### src/rtl/serial_adder.sv
// serial_adder: bit-serial a+b+cin, LSB first, one full-adder cell and a carry flop.
// Define SERIAL_ADDER_OVF_EN to add the registered signed-overflow output ovf.
module serial_adder #(
   parameter int WIDTH = 4
) (
   input  logic             clk,
   input  logic             rst,
   input  logic             start,
   input  logic [WIDTH-1:0] a,
   input  logic [WIDTH-1:0] b,
   input  logic             cin,
   output logic             busy,
   output logic             done,
   output logic [WIDTH-1:0] sum,
   output logic             cout
`ifdef SERIAL_ADDER_OVF_EN
   ,
   output logic             ovf
`endif
);
   localparam int CW = $clog2(WIDTH);
   localparam logic [CW-1:0] LAST = CW'(WIDTH - 1);
   typedef enum logic [1:0] {IDLE, SHIFT, DONE} state_t;
   state_t           state;
   logic [WIDTH-1:0] ra, rb, rs;
   logic [CW-1:0]    cnt;
   logic             c, s, cn;
   assign s  = ra[0] ^ rb[0] ^ c;
   assign cn = (ra[0] & rb[0]) | (ra[0] & c) | (rb[0] & c);
   always_ff @(posedge clk) begin
      if (rst) begin
         state <= IDLE;
         busy  <= 1'b0;
         done  <= 1'b0;
         ra    <= '0;
         rb    <= '0;
         rs    <= '0;
         c     <= 1'b0;
         cnt   <= '0;
         sum   <= '0;
         cout  <= 1'b0;
`ifdef SERIAL_ADDER_OVF_EN
         ovf   <= 1'b0;
`endif
      end else begin
         case (state)
            IDLE: if (start) begin
               ra    <= a;
               rb    <= b;
               c     <= cin;
               cnt   <= '0;
               busy  <= 1'b1;
               state <= SHIFT;
            end
            SHIFT: begin
               ra  <= ra >> 1;
               rb  <= rb >> 1;
               rs  <= {s, rs[WIDTH-1:1]};
               c   <= cn;
               cnt <= cnt + 1'b1;
               // final bit: the completed result goes straight to the output regs
               if (cnt == LAST) begin
                  sum   <= {s, rs[WIDTH-1:1]};
                  cout  <= cn;
`ifdef SERIAL_ADDER_OVF_EN
                  ovf   <= c ^ cn;
`endif
                  busy  <= 1'b0;
                  done  <= 1'b1;
                  state <= DONE;
               end
            end
            DONE: begin
               done  <= 1'b0;
               state <= IDLE;
            end
            default: state <= IDLE;
         endcase
      end
   end
endmodule
### config.mk
export PLATFORM = sky130hd
export DESIGN_NAME = serial_adder
export DESIGN_NICKNAME = d
export VERILOG_FILES = /design/src/rtl/serial_adder.sv
export SDC_FILE = /design/constraint.sdc
export NUM_CORES = 1
export LEC_CHECK = 0
export ABC_AREA = 1
export CELL_PAD_IN_SITES_DETAIL_PLACEMENT = 0
export CELL_PAD_IN_SITES_GLOBAL_PLACEMENT = 1
export CORE_MARGIN = 2
export CORE_UTILIZATION = 30
export DETAILED_ROUTE_END_ITERATION = 6
export GPL_TIMING_DRIVEN = 0
export PLACE_DENSITY_LB_ADDON = 0.08
export SLEW_MARGIN = 20
export SYNTH_ARGS = -nofsm -noshare
export SYNTH_HDL_FRONTEND = slang
export SYNTH_SLANG_ARGS = --single-unit
### constraint.sdc
create_clock -name clk -period 2.4 [get_ports clk]
set_input_delay 0.48 -clock clk [delete_from_list [all_inputs] [get_ports clk]]
set_output_delay 0.48 -clock clk [all_outputs]
set_load 0.03 [all_outputs]
* Word level (Yosys, flattened, before mapping) *
Index checks and enable logic that the tools add are counted.

cells by class
  add/sub/neg operators = 1
  equal/unequal tests = 5
  muxes and demuxes = 16
  bitwise gates (word level) = 7
  reduce and logical (&&, ||, !) cells = 8

operators by type and width
  operator               count
  $pmux W4 S2            2
  $mux W4                2
  $pmux W2 S2            2
  $reduce_and A2 Y1      4
  $mux W2                3
  $pmux W1 S2            3
  $eq A2 B2 Y1 const B   2
  $mux W1                4
  $ne A2 B2 Y1 const B   2
  $reduce_bool A2 Y1     2
  $and A1 B1 Y1          3
  $reduce_and A3 Y1      1
  $add A2 B1 Y2 const B  1
  $eq A2 B1 Y1 const B   1
  $logic_not A2 Y1       1
  $or A1 B1 Y1           2
  $xor A1 B1 Y1          2

word-level totals
  bits in registers = 24
  input port bits = 12
  output and inout port bits = 7
  logic and storage cells = 47

* Logic depth before layout (Yosys ltp) *
Gate-level depths: netlist of run 1.

  word-level depth = 4
  gate-level depth with buffers = 6
  gate-level depth less buffers = 6

* Worst setup path before layout of run 1 *
Ideal clock, no wire load.

  path kind = input-to-reg
  start point = input port rst
  end point = register cout
  library setup time = 0.113 ns
  arrival time = 1.038 ns
  required time = 2.287 ns
  path slack = 1.249 ns
  cell stages on the path = 5
  buffers on the path = 2
  path through = buf_2 -> inv_1 -> buf_2 -> nand3_1 -> nand2_1

RTL lines
  what                  RTL line  RTL
  from (decl)           7         input logic rst,
  to (signal assigned)  64        cout <= cn;
  to (decl)             15        output logic cout

* Final worst setup path of run 1 *
  start point = register sum[1]
  end point = output port sum[1]

RTL lines
  what                    RTL line  RTL
  from (decl)             14        output logic [WIDTH-1:0] sum,
  from (signal assigned)  63        sum <= {s, rs[WIDTH-1:1]};

No word-level cell between the ends.

==> results.json, run 1 <==
{
  "p_seq_share_pct": 57.6,
  "drive_gt1_share_pct": 13.41,
  "setup_viol": 0,
  "power.total_mw": 0.7283,
  "endpoint_kind": "primary output",
  "synth_largest_area_cell": "dfxtp_1",
  "cts_tree": "yes",
  "synth_nets": 157,
  "vdd_drop_max_uv": 342.6,
  "power_frac_comb_pct": 17.3,
  "path_clk_slew_ns": 0.13,
  "cts_sinks": 23,
  "fp.dieH_um": 62.94,
  "relSlewSlack_pct": 78.28,
  "drcViolationCount": 0,
  "vias_per_cell": 4.252,
  "drtIter0Drc": 29,
  "nets": 179,
  "worst_slew_pin_slew_ns": 0.3253,
  "gp_congestion": 0.7298,
  "clockBufferDepth": 2,
  "crit_family": "buffers and inverters",
  "finalSetupTns_ns": 0,
  "hold_class": "in2reg",
  "clock-root-buffer": "clkbuf_4",
  "ys_warn_count": 0,
  "cts_resized": 0,
  "cts_made_buffers": 3,
  "required_ns": 1.92,
  "grt_pass1_wl_mm": 3.719,
  "final_cell_mix": "nand2_1 (44), nor2_1 (23), dfxtp_1 (23)",
  "ctsHoldBuffers": 0,
  "die_w_um": 62.94,
  "rsz0062_at_grt": "false",
  "dieArea_um2": 3961,
  "fin_crit_ns": 1.822,
  "antenna_found_initial": 0,
  "pwr-share-clk_pct": 25.1,
  "crit_path_start_kind": "register",
  "core_area_um2": 3337,
  "yosysTopAreaCellShare_pct": 44.18,
  "powerDensity_nw_per_um2": 561.3,
  "io_pins": 19,
  "avgSynthCellArea_um2": 7.288,
  "finalHoldViolations": 0,
  "p_leak_nw": 0.5614,
  "fmax_mhz": 549.0,
  "ys_seq_area_share_pct": 44.18,
  "final_common_cell": "nand2_1",
  "timing.final.crit_share_pct": 75.90,
  "p_sw_mw": 0.2065,
  "max-cap-violations": 0,
  "setup.worst_path.class": "reg2out",
  "slowest_stage": "clkdlybuf4s50_1",
  "worst-path-buf-inv": 1,
  "grt_max_degree": 14,
  "finClkSkew_ns": 0.008717,
  "hpwlAfterDp_mm": 1.513,
  "drtPass1Iterations": 3,
  "swShare_pct": 28.35,
  "yosys-top-cells-area": "dfxtp_1 (44%), nand2_1 (16%), nor2_1 (8.3%)",
  "cts-htree-levels": 1,
  "p_int_mw": 0.5219,
  "port_buffers": 17,
  "ys_ff_latch": 23,
  "vias": 893,
  "track_usage_pct": 11.97,
  "cp.arrival_ns": 1.34,
  "wl_per_cell_um": 9.819,
  "slew_violations": 0,
  "clkLatencyLatePin_ns": 0.31,
  "slowest_delay_ns": 0.67,
  "synth_area_um2": 1042,
  "initial_core_util_pct": 31.23,
  "area_growth_pct": 24.49,
  "worstPathMaxFanout": 2,
  "netlist_instances": 143,
  "cts_setup_buffers": 0,
  "status": "finished, final reports clean",
  "num_rows": 21,
  "detail-route-antenna-nets": 0,
  "path_cells": "clkdlybuf4s50_1",
  "first_global_vias": 817,
  "netlist-cell-type-count": 20,
  "drt_wl_total_mm": 2.062,
  "antenna_cells": 0,
  "grt-ovfl-total": 0
}
[per-layer routing]
layer,share of wire [%],vias up,track usage [%]
li1,-,480,-
met1,50,395,14.98
met2,45,16,19.41
met3,4.2,2,4.144
met4,0.87,0,3.333
met5,0,-,0
[cells in the mapped netlist (all sizes together)]
cell	count
nand2	46
a21oi	7
nor2	32
dfxtp	23
fa	1
o21ai	6
inv	14
ha	1
buf	4
or2	1
nand3	8
[state kept, by name (all words and copies together), names as in the netlist]
register  cells
busy          1
c             1
cnt           2
cout          1
done          1
ra            4
rb            4
rs            3
state         2
sum           4
[layout make-up]
| cell class | count | area, um^2 |
|---|---|---|
| buffer | 4 | 28.78 |
| clock buffer | 3 | 22.52 |
| clock inverter | 1 | 5.005 |
| fill | 394 | 2039 |
| inverter | 14 | 52.55 |
| multi-input combinational | 102 | 500.5 |
| sequential | 23 | 460.4 |
| tap | 46 | 57.56 |
| timing repair buffer | 17 | 170.2 |
[metrics by stage]
step | setup WS (ns) | std cells | utilization [%] | cell area [um^2] | hold WS, ns
after floorplan | 1.249 | 143 | - | 1042 | 0.4354
after CTS | 0.5620 | 210 | 38.88 | 1297 | 0.4494
after global placement | 0.7617 | 206 | 38.06 | 1270 | 0.4533
after detailed placement | 0.7624 | 206 | 38.06 | 1270 | 0.4586
final | 0.5784 | 210 | 38.88 | 1297 | 0.4560
after global routing | 0.4928 | 210 | 38.88 | 1297 | 0.4280
[power groups by stage]
stage | sequential, mW | combinational, mW | clock (mW)
detailed placement | 0.428 | 0.129 | 0
finish | 0.419 | 0.126 | 0.183
global placement | 0.428 | 0.129 | 0
global route | 0.423 | 0.148 | 0.215
floorplan | 0.428 | 0.0863 | 0
CTS | 0.420 | 0.130 | 0.194
[cells by family (layout without fill, tap and decap cells)]
group                    Yosys count  count (layout)  synth area share (%)
adder cells (fa/ha/maj)            2               2                 3.121
AO/OA/AOI/OAI                     13              13                 6.602
buffers and inverters             18              39                 7.803
flip-flops                        23              23                 44.18
AND/OR/NAND/NOR                   87              87                 38.30
[worst paths after layout]
| path | from | to | slack (ns) | depth (start not counted) |
|---|---|---|---|---|
| setup / recovery | sum[1]$_SDFFE_PP0P_ | sum[1] | 0.58 | 1 |
| hold / removal | rst | sum[0]$_SDFFE_PP0P_ | 0.46 | 2 |
| setup reg to reg | state[0]$_SDFFE_PP0P_ | rs[1]$_SDFFE_PP0P_ | 1.21 | 4 |
| hold reg to reg | rs[2]$_SDFFE_PP0P_ | sum[1]$_SDFFE_PP0P_ | 0.47 | 2 |
Power figures use the tool's default switching activity.
==> run 2, diff against run 1 <==
==> constraint.sdc (replaced) <==
create_clock -name clk -period 1.9 [get_ports clk]
set_input_delay 0.38 -clock clk [delete_from_list [all_inputs] [get_ports clk]]
set_output_delay 0.38 -clock clk [all_outputs]
set_load 0.03 [all_outputs]
==> results of run 2 <==
Same layout as run 1 (identical final DEF). Status: finished, final reports clean.
Main changes from that run: setup slack after placement 0.7624 ns -> 0.3624 ns; setup slack after layout 0.5784 ns -> 0.1784 ns; hold slack 0.4560 ns -> 0.3560 ns; register-to-register setup slack 1.21 ns -> 0.71 ns; total power 0.7283 mW -> 0.9200 mW; worst IR drop on VDD 342.6 uV -> 432.8 uV
